File: config.mk
export PLATFORM = sky130hd
export DESIGN_NAME = player_motion
export DESIGN_NICKNAME = d
export VERILOG_FILES = /design/src/rtl/player_motion_pkg.sv /design/src/rtl/motion_tick_divider.sv /design/src/rtl/player_motion.sv
export SDC_FILE = /design/constraint.sdc
export NUM_CORES = 1
export LEC_CHECK = 0
export ABC_AREA = 1
export ABC_CLOCK_PERIOD_IN_PS = 2800
export BUFFER_PORTS_ARGS = -buffer_cell sky130_fd_sc_hd__buf_4
export CAP_MARGIN = 30
export CELL_PAD_IN_SITES_DETAIL_PLACEMENT = 0
export CELL_PAD_IN_SITES_GLOBAL_PLACEMENT = 1
export CORE_ASPECT_RATIO = 2
export CORE_MARGIN = 2
export CORE_UTILIZATION = 45
export DETAILED_ROUTE_END_ITERATION = 10
export PLACE_DENSITY = 0.79
export SKIP_LAST_GASP = 1
export SLEW_MARGIN = 10
export SYNTH_ARGS = -nofsm -noshare
export SYNTH_HDL_FRONTEND = slang
export SYNTH_SLANG_ARGS = --single-unit
File: constraint.sdc
create_clock -name clock -period 2.8 [get_ports clock]
set_input_delay 0.28 -clock clock [delete_from_list [all_inputs] [get_ports clock]]
set_output_delay 0.28 -clock clock [all_outputs]
set_load 0.02 [all_outputs]
File: src/rtl/player_motion_pkg.sv
// -----------------------------------------------------------------------------
// player_motion_pkg
// Shared definitions for the per-player motion engine and its consumers.
// The board draw FSM imports BOARD_MAX from here for its position-to-address
// logic, so the board edge is defined in exactly one place.
//   motion_state_t : step engine states (IDLE, STEP_X, STEP_Y, DONE)
//   DIR_*          : impulse direction codes carried on `dir`
//   BOARD_MAX      : highest legal row/column index on the 16x16 board
// -----------------------------------------------------------------------------
package player_motion_pkg;

   typedef enum logic [1:0] {
      IDLE   = 2'd0,
      STEP_X = 2'd1,
      STEP_Y = 2'd2,
      DONE   = 2'd3
   } motion_state_t;

   localparam logic [1:0] DIR_UP    = 2'd0;  // Y - 1
   localparam logic [1:0] DIR_DOWN  = 2'd1;  // Y + 1
   localparam logic [1:0] DIR_LEFT  = 2'd2;  // X - 1
   localparam logic [1:0] DIR_RIGHT = 2'd3;  // X + 1

   localparam logic [3:0] BOARD_MAX = 4'd15;

endpackage

File: src/rtl/motion_tick_divider.sv
// -----------------------------------------------------------------------------
// motion_tick_divider
// Free-running clock divider that produces the one-cycle motion tick.
// The count advances only while `enable` is high; the tick is raised in the
// cycle where the count equals TICK_DIV-1, after which the count wraps to 0.
// Ports:
//   clock  in  : system clock
//   reset  in  : asynchronous active-low reset (count cleared)
//   enable in  : count advances / tick allowed only while high
//   tick   out : one-cycle pulse every TICK_DIV enabled cycles
// -----------------------------------------------------------------------------
module motion_tick_divider
   import player_motion_pkg::*;
#(
   parameter int TICK_DIV = 6250000
) (
   input  logic clock,
   input  logic reset,
   input  logic enable,
   output logic tick
);

   localparam int CW = (TICK_DIV > 1) ? $clog2(TICK_DIV) : 1;
   localparam logic [CW-1:0] LAST = CW'(TICK_DIV - 1);

   logic [CW-1:0] count;

   always_ff @(posedge clock or negedge reset) begin
      if (!reset) begin
         count <= '0;
      end else if (enable) begin
         count <= (count == LAST) ? '0 : count + CW'(1);
      end
   end

   assign tick = enable && (count == LAST);

endmodule

File: src/rtl/player_motion.sv
// -----------------------------------------------------------------------------
// player_motion
// Momentum and position engine for one player. Direction impulses adjust a
// signed per-axis velocity; once per motion tick the engine walks the 4-bit
// board position one cell per cycle (X axis first, then Y), then applies
// friction and any impulse that arrived while it was busy.
//
// Build option: PLAYER_MOTION_BOUNCE_EN
//   defined   : hitting a wall negates that axis velocity (position stays put)
//   undefined : hitting a wall zeroes that axis velocity
//
// Strobe semantics: dir_valid and pos_valid are single-cycle qualifiers with
// no back-pressure. dir/dir_valid are sampled on every rising clock edge and
// are never refused; pos_valid marks the one cycle in which pos_X/pos_Y hold a
// settled result, and the position then stays stable until the next tick.
//
// Ports:
//   clock     in  : system clock
//   reset     in  : asynchronous active-low reset
//   enable    in  : gates the tick divider; low means no new step begins
//   load      in  : synchronous return to START, velocity/pending/friction clear
//   dir_valid in  : one-cycle impulse strobe
//   dir       in  : impulse direction (DIR_UP/DOWN/LEFT/RIGHT)
//   pos_X     out : current column 0..15
//   pos_Y     out : current row 0..15
//   vel_X     out : signed X velocity, VW bits
//   vel_Y     out : signed Y velocity, VW bits
//   pos_valid out : one-cycle strobe in the DONE cycle
//   busy      out : high in every state except IDLE
//   fsm_state out : current step-engine state (debug visibility)
// -----------------------------------------------------------------------------
module player_motion
   import player_motion_pkg::*;
#(
   parameter  int TICK_DIV       = 6250000,
   parameter  int MAX_SPEED      = 3,
   parameter  int FRICTION_TICKS = 4,
   parameter  int START_X        = 0,
   parameter  int START_Y        = 0,
   localparam int VW             = $clog2(MAX_SPEED + 1) + 1
) (
   input  logic          clock,
   input  logic          reset,
   input  logic          enable,
   input  logic          load,
   input  logic          dir_valid,
   input  logic [1:0]    dir,
   output logic [3:0]    pos_X,
   output logic [3:0]    pos_Y,
   output logic [VW-1:0] vel_X,
   output logic [VW-1:0] vel_Y,
   output logic          pos_valid,
   output logic          busy,
   output logic [1:0]    fsm_state
);

   localparam int FCW = (FRICTION_TICKS > 1) ? $clog2(FRICTION_TICKS) : 1;
   localparam logic signed [VW-1:0] VMAX = VW'(MAX_SPEED);
   localparam logic signed [VW-1:0] VMIN = VW'(-MAX_SPEED);

   // ---------------------------------------------------------------------------
   // Velocity helpers
   // ---------------------------------------------------------------------------
   // One unit toward +/- with saturation at the speed limit.
   function automatic logic signed [VW-1:0] nudge(input logic signed [VW-1:0] v,
                                                   input logic inc);
      logic signed [VW-1:0] r;
      if (inc) r = (v >= VMAX) ? VMAX : v + VW'(1);
      else     r = (v <= VMIN) ? VMIN : v - VW'(1);
      return r;
   endfunction

   function automatic logic signed [VW-1:0] impulse_x(input logic signed [VW-1:0] v,
                                                       input logic [1:0] d);
      logic signed [VW-1:0] r;
      r = v;
      if (d == DIR_LEFT)  r = nudge(v, 1'b0);
      if (d == DIR_RIGHT) r = nudge(v, 1'b1);
      return r;
   endfunction

   function automatic logic signed [VW-1:0] impulse_y(input logic signed [VW-1:0] v,
                                                       input logic [1:0] d);
      logic signed [VW-1:0] r;
      r = v;
      if (d == DIR_UP)   r = nudge(v, 1'b0);
      if (d == DIR_DOWN) r = nudge(v, 1'b1);
      return r;
   endfunction

   function automatic logic signed [VW-1:0] toward_zero(input logic signed [VW-1:0] v);
      logic signed [VW-1:0] r;
      r = v;
      if (v != '0) r = v[VW-1] ? v + VW'(1) : v - VW'(1);
      return r;
   endfunction

   // Speed limit keeps |v| below 2^(VW-1), so negation never overflows.
   function automatic logic [VW-1:0] magnitude(input logic signed [VW-1:0] v);
      return v[VW-1] ? VW'(-v) : v;
   endfunction

   // ---------------------------------------------------------------------------
   // State and datapath registers
   // ---------------------------------------------------------------------------
   motion_state_t state, state_next;

   logic [3:0]           pos_x_q, pos_y_q;
   logic signed [VW-1:0] vel_x_q, vel_y_q;
   logic [VW-1:0]        rem_x, rem_y;
   logic                 pend_valid;
   logic [1:0]           pend_dir;
   logic [FCW-1:0]       fric_cnt;
   logic                 tick;

   motion_tick_divider #(.TICK_DIV(TICK_DIV)) u_tick_divider (
      .clock  (clock),
      .reset  (reset),
      .enable (enable),
      .tick   (tick)
   );

   // ---------------------------------------------------------------------------
   // Combinational datapath terms
   // ---------------------------------------------------------------------------
   logic                 x_neg, y_neg, x_wall, y_wall;
   logic signed [VW-1:0] wall_vel_x, wall_vel_y;
   logic signed [VW-1:0] idle_vel_x, idle_vel_y;
   logic signed [VW-1:0] decay_x, decay_y, done_vel_x, done_vel_y;
   logic                 fric_hit, use_imp;
   logic [1:0]           use_dir;

   assign x_neg  = vel_x_q[VW-1];
   assign y_neg  = vel_y_q[VW-1];
   assign x_wall = x_neg ? (pos_x_q == 4'd0) : (pos_x_q == BOARD_MAX);
   assign y_wall = y_neg ? (pos_y_q == 4'd0) : (pos_y_q == BOARD_MAX);

`ifdef PLAYER_MOTION_BOUNCE_EN
   assign wall_vel_x = -vel_x_q;
   assign wall_vel_y = -vel_y_q;
`else
   assign wall_vel_x = '0;
   assign wall_vel_y = '0;
`endif

   // In IDLE an impulse lands on the same edge as a tick, so the step
   // distance is taken from the already-updated velocity.
   assign idle_vel_x = dir_valid ? impulse_x(vel_x_q, dir) : vel_x_q;
   assign idle_vel_y = dir_valid ? impulse_y(vel_y_q, dir) : vel_y_q;

   // DONE: friction first, then the newest impulse (one arriving in the DONE
   // cycle itself overrides the stored one).
   assign fric_hit   = (fric_cnt == FCW'(FRICTION_TICKS - 1));
   assign decay_x    = fric_hit ? toward_zero(vel_x_q) : vel_x_q;
   assign decay_y    = fric_hit ? toward_zero(vel_y_q) : vel_y_q;
   assign use_imp    = dir_valid | pend_valid;
   assign use_dir    = dir_valid ? dir : pend_dir;
   assign done_vel_x = use_imp ? impulse_x(decay_x, use_dir) : decay_x;
   assign done_vel_y = use_imp ? impulse_y(decay_y, use_dir) : decay_y;

   // ---------------------------------------------------------------------------
   // FSM
   // ---------------------------------------------------------------------------
   always_ff @(posedge clock or negedge reset) begin
      if (!reset) state <= IDLE;
      else        state <= state_next;
   end

   always_comb begin
      state_next = state;
      pos_valid  = 1'b0;
      busy       = (state != IDLE);
      case (state)
         IDLE:    if (tick) state_next = STEP_X;
         STEP_X:  if (rem_x == '0) state_next = STEP_Y;
         STEP_Y:  if (rem_y == '0) state_next = DONE;
         DONE: begin
            pos_valid  = 1'b1;
            state_next = IDLE;
         end
         default: state_next = IDLE;
      endcase
      // load abandons the step outright, so no result is announced.
      if (load) begin
         state_next = IDLE;
         pos_valid  = 1'b0;
      end
   end

   // ---------------------------------------------------------------------------
   // Datapath
   // ---------------------------------------------------------------------------
   always_ff @(posedge clock or negedge reset) begin
      if (!reset) begin
         pos_x_q    <= 4'(START_X);
         pos_y_q    <= 4'(START_Y);
         vel_x_q    <= '0;
         vel_y_q    <= '0;
         rem_x      <= '0;
         rem_y      <= '0;
         pend_valid <= 1'b0;
         pend_dir   <= DIR_UP;
         fric_cnt   <= '0;
      end else if (load) begin
         pos_x_q    <= 4'(START_X);
         pos_y_q    <= 4'(START_Y);
         vel_x_q    <= '0;
         vel_y_q    <= '0;
         rem_x      <= '0;
         rem_y      <= '0;
         pend_valid <= 1'b0;
         pend_dir   <= DIR_UP;
         fric_cnt   <= '0;
      end else begin
         case (state)
            IDLE: begin
               vel_x_q <= idle_vel_x;
               vel_y_q <= idle_vel_y;
               if (tick) begin
                  rem_x <= magnitude(idle_vel_x);
                  rem_y <= magnitude(idle_vel_y);
               end
            end
            STEP_X: begin
               if (dir_valid) begin
                  pend_valid <= 1'b1;
                  pend_dir   <= dir;
               end
               if (rem_x != '0) begin
                  // A wall hit spends this cycle and ends the axis.
                  if (x_wall) begin
                     vel_x_q <= wall_vel_x;
                     rem_x   <= '0;
                  end else begin
                     pos_x_q <= x_neg ? pos_x_q - 4'd1 : pos_x_q + 4'd1;
                     rem_x   <= rem_x - VW'(1);
                  end
               end
            end
            STEP_Y: begin
               if (dir_valid) begin
                  pend_valid <= 1'b1;
                  pend_dir   <= dir;
               end
               if (rem_y != '0) begin
                  if (y_wall) begin
                     vel_y_q <= wall_vel_y;
                     rem_y   <= '0;
                  end else begin
                     pos_y_q <= y_neg ? pos_y_q - 4'd1 : pos_y_q + 4'd1;
                     rem_y   <= rem_y - VW'(1);
                  end
               end
            end
            DONE: begin
               vel_x_q    <= done_vel_x;
               vel_y_q    <= done_vel_y;
               pend_valid <= 1'b0;
               fric_cnt   <= fric_hit ? '0 : fric_cnt + FCW'(1);
            end
            default: ;
         endcase
      end
   end

   assign pos_X     = pos_x_q;
   assign pos_Y     = pos_y_q;
   assign vel_X     = vel_x_q;
   assign vel_Y     = vel_y_q;
   assign fsm_state = state;

endmodule

### Word-level counts from Yosys, hierarchy flattened

Cells that the tools add are included.

* word-level logic and storage cells: 169
* flip-flop bits (word level): 50

* add/sub/neg operators: 18
* magnitude comparators: 8
* multiplexer cells: 75
* bitwise operators: 1
* eq/ne operators: 23
* reduce and logical (&&, ||, !) cells: 33

Operators by type and width (count)
* two-way mux 3 bit: 42
* two-way mux 4 bit: 10
* adder 23 x 1 -> 23 bit, second input constant: 1
* == test 23 bit, second input constant: 1
* two-way mux 23 bit: 1
* != test 3 bit, second input constant: 7
* AND reduction 3 bit: 7
* nonzero test 3 bit: 7
* two-way mux 2 bit: 10
* case mux 3 bit (3 select lines): 2
* == test 2 bit, second input constant: 7
* nonzero test 2 bit: 7
* adder 3 x 2 -> 3 bit, second input constant: 4
* greater-or-equal comparator 3 bit, second input constant: 4
* less-or-equal comparator 3 bit, second input constant: 4
* case mux 3 bit (2 select lines): 2
* subtractor 3 x 2 -> 3 bit, second input constant: 4
* adder 4 x 1 -> 4 bit, second input constant: 2
* == test 4 bit, second input constant: 2
* zero test 4 bit: 2
* case mux 2 bit (4 select lines): 1
* nonzero test 4 bit: 2
* subtractor 4 x 1 -> 4 bit, second input constant: 2
* == test 2 x 1 -> 1 bit, second input constant: 3
* other kinds (13): 24

### Logic depth before layout (Yosys ltp)

Gate-level depths: netlist of run 1.

* word-level depth: 11
* gate-level depth with buffers: 20
* depth with buffers taken out: 20

### Hierarchy

A second synthesis of run 1 with hierarchy kept.

* cell total of the unflattened synthesis: 646
* area, all modules: 4332.9 um^2

Modules (own cells, without submodules)
* player_motion: times used 1, area an instance 2909.0 um^2, cells an instance 437
* motion_tick_divider: times used 1, area an instance 1423.9 um^2, cells an instance 209

### Least setup slack after synthesis of run 1

No wires, ideal clock.

* path kind: register to register
* start point: register vel_y_q[0] (netlist: vel_Y[0])
* end point: register vel_y_q[0] (netlist: vel_Y[0])
* slack: 210 ps
* setup time: 117 ps
* cell stages (with the launch flop): 20
* buffers on the path: 0
* data required time: 2683 ps
* arrival: 2474 ps
* clock period less this slack: 2590 ps
* cells stage by stage: dfrtp_1 inv_1 ha_1 inv_1 nand2_1 nand2_1 nand2_1 nand2_1 ha_1 ha_1 xor2_1 nand3_1 nand2_1 nand2_1 nand2_1 nand3_1 nand2_1 nand2_1 nand2_1 nand2_1

* cells in the longest elaborated chain, start to end: 11
* elaborated cells between the ends (all ways): 24
* those cells by class: 4 x add/sub; 4 x order compare; 15 x mux; 1 x reduce/logical

RTL lines
* start: declaration: line player_motion.sv:109 `logic signed [VW-1:0] vel_x_q, vel_y_q;`
* start signal: assignment: line player_motion.sv:218 `vel_y_q <= idle_vel_y;`
* start signal: assignment: line player_motion.sv:247 `vel_y_q <= wall_vel_y;`
* start signal: assignment: line player_motion.sv:257 `vel_y_q <= done_vel_y;`
* subtractor 3 x 2 -> 3 bit / adder 3 x 2 -> 3 bit (equally long branches): line player_motion.sv:69, player_motion.sv:94, player_motion.sv:68
* two-way mux 3 bit (2 in a row): line player_motion.sv:94 `if (v != '0) r = v[VW-1] ? v + VW'(1) : v - VW'(1);`
* two-way mux 3 bit: line player_motion.sv:155 `assign decay_y = fric_hit ? toward_zero(vel_y_q) : vel_y_q;`
* subtractor 3 x 2 -> 3 bit / less-or-equal comparator 3 bit (equally long branches)
* two-way mux 3 bit: line player_motion.sv:69 `else r = (v <= VMIN) ? VMIN : v - VW'(1);`
* two-way mux 3 bit: line player_motion.sv:86 `if (d == DIR_UP) r = nudge(v, 1'b0);`
* two-way mux 3 bit: line player_motion.sv:87 `if (d == DIR_DOWN) r = nudge(v, 1'b1);`
* two-way mux 3 bit: line player_motion.sv:159 `assign done_vel_y = use_imp ? impulse_y(decay_y, use_dir) : decay_y;`
* case mux 3 bit (3 select lines) (*): line player_motion.sv:215 `case (state)`
* two-way mux 3 bit (*): line player_motion.sv:204 `end else if (load) begin`

Every way passes the cells marked *; elsewhere a longest branch is shown, timed or not.
A chain may end at the register's enable or synchronous reset.

### Final worst setup path of run 1

* start point: register vel_x_q[0] (netlist: vel_X[0])
* end point: register rem_x[1]

* cells in the longest elaborated chain, start to end: 10
* elaborated cells between the ends (all ways): 14
* those cells by class: 3 x add/sub; 2 x order compare; 9 x mux

RTL lines
* start: declaration: line player_motion.sv:109
* start signal: assignment: line player_motion.sv:217 `vel_x_q <= idle_vel_x;`
* start signal: assignment: line player_motion.sv:232 `vel_x_q <= wall_vel_x;`
* start signal: assignment: line player_motion.sv:256 `vel_x_q <= done_vel_x;`
* subtractor 3 x 2 -> 3 bit / less-or-equal comparator 3 bit (equally long branches)
* two-way mux 3 bit: line player_motion.sv:69
* two-way mux 3 bit: line player_motion.sv:77 `if (d == DIR_LEFT) r = nudge(v, 1'b0);`
* two-way mux 3 bit: line player_motion.sv:78 `if (d == DIR_RIGHT) r = nudge(v, 1'b1);`
* two-way mux 3 bit (*): line player_motion.sv:148 `assign idle_vel_x = dir_valid ? impulse_x(vel_x_q, dir) : vel_x_q;`
* negator 3 bit: line player_motion.sv:100 `return v[VW-1] ? VW'(-v) : v;`
* two-way mux 3 bit (*): line player_motion.sv:100
* two-way mux 3 bit (*): line player_motion.sv:219 `if (tick) begin`
* case mux 3 bit (2 select lines) (*): line player_motion.sv:215
* two-way mux 3 bit (*): line player_motion.sv:204
* end signal: assignment: line player_motion.sv:220 `rem_x <= magnitude(idle_vel_x);`
* end signal: assignment: line player_motion.sv:236 `rem_x <= rem_x - VW'(1);`
* end: declaration: line player_motion.sv:110 `logic [VW-1:0] rem_x, rem_y;`

Every way passes the cells marked *; elsewhere a longest branch is shown, timed or not. The select of a mux whose other input is x is not followed.

==> results.tsv, run 1 <==
metric	value	unit
drt_first_pass_iters	4	
clock_path_buffers	2	
finalCriticalPeriod	2610	ps
max_freq	384	MHz
power.switching	2.04	mW
multi_input_area	2640	sq um
tightest_slew	678	ps
final_core_util	51.1	%
clock_latency	300	ps
p_leak	2.46	nW
globalplace.congestion	0.992	
nNetsFinal	698	
synth_ff_type	dfrtp_1	
setup_violations	0	
p_per_area	872	nW/um^2
fill_cells	993	
dieHeight	143	um
fin_crit_sh	93.1	%
antenna_left	0	
drc	0	
cts_inserted_buffers	5	
dpl.hpwl	9520	um
via_count	4117	
yosys_warnings	0	
slew_viol_final	0	
slew_headroom	54.4	%
grt_overflow_total	0	
dieWidth	73.3	um
cts_root_buffer	clkbuf_16	
diodes	0	
status	completed	
syn_area	4320	sq um
grt_usage	23.6	%
clkPwrFrac	14.8	%
synth_cell_types	42	
synthArstFlopShare	100	%
critPathCaptureType	flip-flop	
synth-edff-count	0	
rsz0062_at_grt	true	
synth-seq-area-share	28.9	%
grt_pass1_vias	4097	
grt_pass1_wl	19200	um
dieArea	10500	sq um
combPwrFrac	59.3	%
rows	50	
drive_gt1_share	12.5	%
holdCritPathClass	in -> async	
startpoint_type	flip-flop	
final_cell_mix	162 x nand2_1, 90 x inv_1, 57 x nor2_1, 49 x dfrtp_1, 46 x nand3_1	
core_area	9380	sq um
synth_cells	620	
seqCellArea	1250	sq um
maxCapViolations	0	
mostFrequentLayoutCell	nand2_1	
vias_per_cell	5.43	
port_buffers	24	
ios	25	
clock_sinks	50	
crit_fanout	4	
initial_core_util	46.1	%
drtIter0Drc	178	
fin_area	4800	sq um
syn_area_per_cell	6.97	sq um
cts_tree	built	
cp.required	2990	ps
wl	11800	um
antenna_found_initial	0	
ir_drop	0.000407	V
dpl_cell_area	4630	sq um
wire_per_inst	15.6	um
p_seq_share	25.9	%
hold_viol_final	0	
ys_ff_latch	50	
clkTransAtPathRegs	70	ps
p_int	2.15	mW
skew	5.30	ps
setup.worst_path.class	reg -> reg	
syn_nets	664	
htree_levels	2	
grt_max_degree	51	
switching_share	48.7	%
syn2layout_area_growth	11.0	%
arrival	2800	ps
[through the flow]
| step | TNS [ps] | hold WS [ps] | total power, mW | worst slack, ps | instances |
|---|---|---|---|---|---|
| after floorplan | 0 | -15.6 | 2.87 | 210 | 620 |
| final | 0 | 14.4 | 4.19 | 193 | 758 |
| after CTS | 0 | 45.3 | 4.18 | 165 | 755 |
| after global placement | 0 | 355 | 3.51 | 245 | 748 |
| after global routing | -6.34 | 65.9 | 4.59 | -6.34 | 758 |
| after detailed placement | 0 | 362 | 3.55 | 178 | 748 |
[cells in the mapped netlist, types with 3 or more instances]
cell	n	share of area, %
inv_4	3	0.43
o22ai_1	9	1.3
nand3_1	46	5.3
nor3_1	11	1.3
xnor2_1	4	0.81
inv_1	91	7.9
o21ai_2	3	0.61
o21ai_0	35	4.1
nor2_1	57	4.9
dfrtp_1	50	29
nand4_1	15	2.2
nand2_1	162	14
xor2_1	12	2.4
a21oi_1	23	2.7
buf_4	3	0.52
ha_1	35	10
o21ai_1	5	0.58
nand2_2	7	1.0
buf_2	3	0.35
nor4_1	7	1.0
nor2_2	5	0.72
buf_6	3	0.78
[power by group through the flow]
stage / registers [mW] / logic, mW / clock network [mW]
final: 1.08 / 2.48 / 0.618
after global routing: 1.10 / 2.82 / 0.662
after CTS: 1.09 / 2.46 / 0.628
after detailed placement: 1.10 / 2.45 / 0
after global placement: 1.09 / 2.42 / 0
after floorplan: 1.13 / 1.74 / 0
[repair_timing]
item / CTS / global route
resized for setup: 0 / 4
buffers inserted: 0 / 3
hold endpoints to repair: 0 / 0
hold buffers: 0 / 0
setup endpoints to repair: 0 / 3
[area by class of cell]
class                   instances  share of cell area [%]
multi-input cells             465                    55.0
repair buffers                 36                    5.63
inverters                      96                    7.66
clock inverters                 2                   0.313
clock buffers                   5                    2.61
well taps                     104                    2.71
flip-flops and latches         50                    26.1
[flip-flops by register name (all words and copies together) (netlist names)]
| register | count |
|---|---|
| rem_y | 3 |
| pos_Y | 4 |
| vel_X | 3 |
| pend_dir | 2 |
| pos_X | 4 |
| fsm_state | 2 |
| pend_valid | 1 |
| u_tick_divider.count | 23 |
| vel_Y | 3 |
| rem_x | 3 |
| fric_cnt | 2 |
[logic make-up (layout without fill, tap and decap cells)]
family	after synthesis	count (layout)	share of synthesized area [%]
buffers and inverters	105	139	10.2
DFF	50	50	28.9
xor gates and xnor gates	16	16	3.24
AOI/OAI and AO/OA	89	89	12.8
and+or+nand+nor	323	323	33.8
adders and majority gates	37	37	11.1
[layer usage]
layer	share of wire, %	GRT usage (%)	up-vias
met2	59	48.3	61
met4	3.8	9.95	0
met5	0	0	-
li1	-	-	2083
met1	35	22.6	1951
met3	1.5	1.76	22
[path summary, 6_finish.rpt]
path | from | endpoint | slack (ps) | cells past startpoint
setup / recovery | vel_X[0]$_DFFE_PN0P_ | rem_x[1]$_DFFE_PN0P_ | 190 | 14
hold / removal | reset | u_tick_divider.count[8]$_DFFE_PN0P_ | 10 | 1
setup reg to reg | vel_X[0]$_DFFE_PN0P_ | rem_x[1]$_DFFE_PN0P_ | 190 | 14
hold reg to reg | pend_valid$_DFFE_PN0P_ | pend_valid$_DFFE_PN0P_ | 490 | 2
max in group asynchronous | reset | vel_X[1]$_DFFE_PN0P_ | 2290 | 1
min in group clock | enable | u_tick_divider.count[1]$_DFFE_PN0P_ | 300 | 2
[critical path, stage by stage, from the launching register on]
cell	delay, ps
dfrtp_1	390
buf_4	150
ha_1	240
ha_1	300
xnor2_1	170
xor2_1	210
nand2_1	80
nand2_1	60
nand3_1	90
o21ai_0	150
ha_1	290
a21oi_1	130
o21ai_0	90
nand3_1	90
nand2_1	60
Power figures use the tool's default switching activity.
==> run 2: changes to the inputs <==
Settings changed: BUFFER_PORTS_ARGS -buffer_cell sky130_fd_sc_hd__buf_4 to -buffer_cell sky130_fd_sc_hd__buf_2.
==> results.tsv, run 2 (same netlist as run 1, synthesis figures left out) <==
metric	value	unit
status	completed	
p_int	2.19	mW
dieArea	10500	sq um
dpl_cell_area	4580	sq um
drtIter0Drc	210	
crit_chain	inv_1 -> ha_2 -> inv_1 -> nand2_1 -> nand2_1 -> nand2_1 -> nand2_2 -> ha_4 -> ha_1 -> xor2_2 -> nand3_1 -> nand2_1 -> nand2_1 -> nand2_1 -> nand3_1 -> nand2_1 -> nand2_1 -> nand2_1 -> nand2_1	
regMostFlops	u_tick_divider.count	
crit_fanout	7	
initial_core_util	46.1	%
cts_inserted_buffers	5	
slew_headroom	56.3	%
finalCriticalPeriod	2570	ps
slew_viol_final	0	
port_buffers	24	
dpl.hpwl	9630	um
hold_viol_final	0	
arrival	2760	ps
setup.worst_path.class	reg -> reg	
startpoint_type	flip-flop	
wire_per_inst	15.5	um
htree_levels	2	
p_leak	2.48	nW
globalplace.congestion	0.990	
grt_pass1_wl	19300	um
dieWidth	73.3	um
skew	2.98	ps
grt_max_degree	36	
grt_overflow_total	0	
regToRegSetupSlack	230	ps
p_per_area	881	nW/um^2
max_freq	389	MHz
core_area	9380	sq um
clock_sinks	50	
dieHeight	143	um
clock_path_buffers	2	
cp_top_family	simple AND/OR/NAND/NOR gates	
critPathCaptureType	flip-flop	
clock_latency	300	ps
cp.required	2990	ps
holdCritPathClass	in -> reg	
antenna_left	0	
antenna_found_initial	0	
detailedPlace.worstSlack	141	ps
cpMaxStageDelayCell	dfrtp_2	
layout_setup_ws	228	ps
slowest_delay	430	ps
drt_first_pass_iters	4	
cts_tree	built	
via_count	4128	
drive_gt1_share	12.8	%
vias_per_cell	5.44	
diodes	0	
wl	11700	um
syn2layout_area_growth	10.9	%
fin_area	4800	sq um
path_buf_inv	2	
tightest_slew	649	ps
combPwrFrac	57.5	%
largest_reg_flops	23	
setup_tns	0	ps
rows	50	
grt_usage	24.0	%
nNetsFinal	698	
grt_pass1_vias	4119	
power.switching	2.03	mW
p_seq_share	25.7	%
setup_violations	0	
fin_crit_sh	91.8	%
clkPwrFrac	16.8	%
ir_drop	0.000379	V
maxCapViolations	0	
mostFrequentLayoutCell	nand2_1	
cts_root_buffer	clkbuf_16	
drc	0	
final_cell_mix	162 x nand2_1, 91 x inv_1, 57 x nor2_1, 48 x dfrtp_1, 46 x nand3_1	
clkTransAtPathRegs	70	ps
ios	25	
cp_common_cell	nand2_1	
switching_share	48.1	%
==> run 2: cell types whose count changed in the layout (fill, tap and decap cells not counted), sizes merged <==
cell,previous run,this run
buf,36,35
clkbuf,5,6
dlygate4sd3,0,1
clkinvlp,2,1
bufinv,0,1
==> run 2: worst paths after layout <==
kind / from / to / cells after the start
min reg2reg: rem_x[1]$_DFFE_PN0P_ / rem_x[1]$_DFFE_PN0P_ / 2
max in group asynchronous: reset / vel_X[1]$_DFFE_PN0P_ / 3
min in group asynchronous: reset / u_tick_divider.count[4]$_DFFE_PN0P_ / 2
min: enable / u_tick_divider.count[1]$_DFFE_PN0P_ / 2
max reg2reg: vel_X[1]$_DFFE_PN0P_ / vel_X[0]$_DFFE_PN0P_ / 19
max: vel_X[1]$_DFFE_PN0P_ / vel_X[0]$_DFFE_PN0P_ / 19
==> run 2: through the flow <==
stage               hold slack (ps)  instances  utilization [%]  total power, mW
floorplan                     -15.6        620                -             2.87
global placement                216        749             48.8             3.44
global route                    383        759             51.1             4.63
CTS                             353        758             50.7             4.22
detailed placement              221        749             48.8             3.49
finish                          362        759             51.1             4.23
==> run 2: power by group through the flow <==
| stage | Sequential [mW] | Combinational [mW] | Clock [mW] |
|---|---|---|---|
| 3_5_place_dp | 1.09 | 2.40 | 0 |
| 2_1_floorplan | 1.13 | 1.74 | 0 |
| 3_3_place_gp | 1.09 | 2.36 | 0 |
| 4_1_cts | 1.08 | 2.41 | 0.728 |
| 5_1_grt | 1.11 | 2.77 | 0.746 |
| 6_report | 1.09 | 2.43 | 0.709 |
==> run 2: what timing repair did <==
action,4_1_cts,5_1_grt
setup endpoints to repair,0,5
hold endpoints to repair,15,0
setup buffers,0,1
gates resized for setup,0,10
hold buffers,1,0
==> run 2: layer usage <==
metal,vias up,share of wire [%],GRT usage (%)
met5,-,0,0
met4,0,4.9,12.4
met3,33,2.3,2.26
met2,81,59,47.4
met1,1933,34,23.1
li1,2081,-,-
==> run 2: area by class of cell <==
| cell class | count | area [sq um] |
|---|---|---|
| clock buffer | 6 | 129 |
| clock inverter | 2 | 37.5 |
| fill | 962 | 4590 |
| inverter | 96 | 368 |
| multi-input combinational | 465 | 2670 |
| sequential | 50 | 1250 |
| tap | 104 | 130 |
| timing repair buffer | 36 | 213 |
==> run 3: changes to the inputs <==
Settings changed: CAP_MARGIN 30 to 10, CORE_UTILIZATION 45 to 35, PLACE_DENSITY 0.79 to 0.63.
==> results.tsv, run 3 (same netlist as run 1, synthesis figures left out) <==
metric	value	unit
status	completed	
crit_chain	inv_1 -> ha_1 -> inv_1 -> nand2_1 -> nand2_1 -> nand2_1 -> nand2_2 -> ha_2 -> ha_1 -> xor2_1 -> nand3_1 -> nand2_1 -> nand2_1 -> nand2_1 -> nand3_1 -> nand2_1 -> nand2_1 -> nand2_1 -> nand2_1	
critPathCaptureType	flip-flop	
r2r_end	vel_X[0]$_DFFE_PN0P_	
clkPwrFrac	16.5	%
detailedPlace.worstSlack	176	ps
maxCapViolations	0	
largest_reg_flops	23	
dieHeight	161	um
cts_root_buffer	clkbuf_16	
cts_inserted_buffers	5	
path_buf_inv	2	
dieArea	13300	sq um
syn2layout_area_growth	11.8	%
fill_cells	1359	
dpl_cell_area	4620	sq um
grt_usage	20.0	%
cp_top_family	simple AND/OR/NAND/NOR gates	
reg2reg_from	vel_X[1]$_DFFE_PN0P_	
ios	25	
slew_headroom	53.2	%
core_area	12100	sq um
final_cell_mix	162 x nand2_1, 90 x inv_1, 57 x nor2_1, 50 x dfrtp_1, 46 x nand3_1	
setup_violations	0	
holdCritPathClass	in -> async	
port_buffers	24	
skew	6.83	ps
drc	0	
clock_sinks	50	
power.switching	2.05	mW
setup_tns	0	ps
hold_viol_final	0	
tightest_slew	696	ps
antenna_left	0	
vias_per_cell	5.08	
p_total	4.26	mW
mostFrequentLayoutCell	nand2_1	
clkTransAtPathRegs	70	ps
worst-path-stages	19	
cts_tree	built	
dieWidth	82.6	um
arrival	2750	ps
fin_area	4830	sq um
wl	12600	um
crit_path_start	vel_X[1]$_DFFE_PN0P_	
slowest_delay	420	ps
regMostFlops	u_tick_divider.count	
diodes	0	
grt_overflow_total	0	
fin_crit_sh	91.5	%
max_freq	390	MHz
slew_viol_final	0	
rows	57	
via_count	4075	
grt_pass1_vias	4246	
p_per_area	880	nW/um^2
finalCriticalPeriod	2560	ps
ir_drop	0.000360	V
dpl.hpwl	10100	um
layout_setup_ws	238	ps
setup.worst_path.class	reg -> reg	
p_leak	2.48	nW
drt_first_pass_iters	4	
drtIter0Drc	152	
crit_path_end	vel_X[0]$_DFFE_PN0P_	
clock_path_buffers	2	
grt_pass1_wl	20400	um
crit_fanout	7	
antenna_found_initial	0	
cp_common_cell	nand2_1	
htree_levels	2	
switching_share	48.1	%
grt_max_degree	51	
regToRegSetupSlack	240	ps
p_int	2.21	mW
drive_gt1_share	12.5	%
rsz0062_at_grt	true	
combPwrFrac	58.2	%
globalplace.congestion	0.816	
worst-r2r-cell-count	19	
startpoint_type	flip-flop	
clock_latency	290	ps
cpMaxStageDelayCell	dfrtp_1	
p_seq_share	25.3	%
initial_core_util	35.7	%
cp.required	2990	ps
wire_per_inst	15.7	um
nNetsFinal	698	
## run 3: changes by cell type in the layout (fill, tap and decap cells not counted), sizes merged
cell         previous run  this run
dlygate4sd3             1         0
buf                    35        36
clkbuf                  6         7
clkinvlp                1         0
## run 3: area by class of cell
| type | instances | area (sq um) | area share, % |
|---|---|---|---|
| Multi-Input combinational cell | 465 | 2660 | 55.0 |
| Sequential cell | 50 | 1250 | 25.9 |
| Inverter | 96 | 368 | 7.61 |
| Timing Repair Buffer | 36 | 210 | 4.35 |
| Tap cell | 147 | 184 | 3.80 |
| Clock buffer | 7 | 133 | 2.74 |
| Clock inverter | 1 | 30.0 | 0.621 |
## run 3: stage by stage
step | util [%] | hold WS, ps | cells
3_5_place_dp | 38.1 | 463 | 790
2_1_floorplan | - | -15.6 | 620
6_report | 39.9 | 114 | 802
4_1_cts | 39.4 | 146 | 798
3_3_place_gp | 38.1 | 460 | 790
5_1_grt | 39.9 | 175 | 802
## run 3: repair_timing
action                     4_1_cts  5_1_grt
resized for setup                0        6
setup endpoints to repair        0        6
buffers inserted                 0        4
hold buffers                     0        0
## run 3: power by group through the flow
stage,clock (mW),combinational [mW],sequential (mW)
finish,0.703,2.48,1.08
global route,0.753,2.86,1.10
CTS,0.732,2.44,1.07
detailed placement,0,2.43,1.09
global placement,0,2.42,1.08
floorplan,0,1.74,1.13
## run 3: worst min path at each step
stage | slack, ps | to | cells past startpoint | start
after floorplan | -20 | fric_cnt[0]$_DFFE_PN0N_ | 0 | reset
after global placement | 460 | u_tick_divider.count[6]$_DFFE_PN0P_ | 2 | reset
after detailed placement | 460 | u_tick_divider.count[6]$_DFFE_PN0P_ | 2 | reset
after CTS | 150 | pos_Y[2]$_DFFE_PN0P_ | 2 | reset
after global routing | 180 | u_tick_divider.count[6]$_DFFE_PN0P_ | 2 | reset
final | 110 | u_tick_divider.count[6]$_DFFE_PN0P_ | 2 | reset
## run 3: layer usage
layer	track usage, %	wire, um	vias up
met5	0	0	-
met2	41.2	7630	46
met3	2.40	244	22
met1	18.2	4340	1916
li1	-	-	2091
met4	7.68	374	0
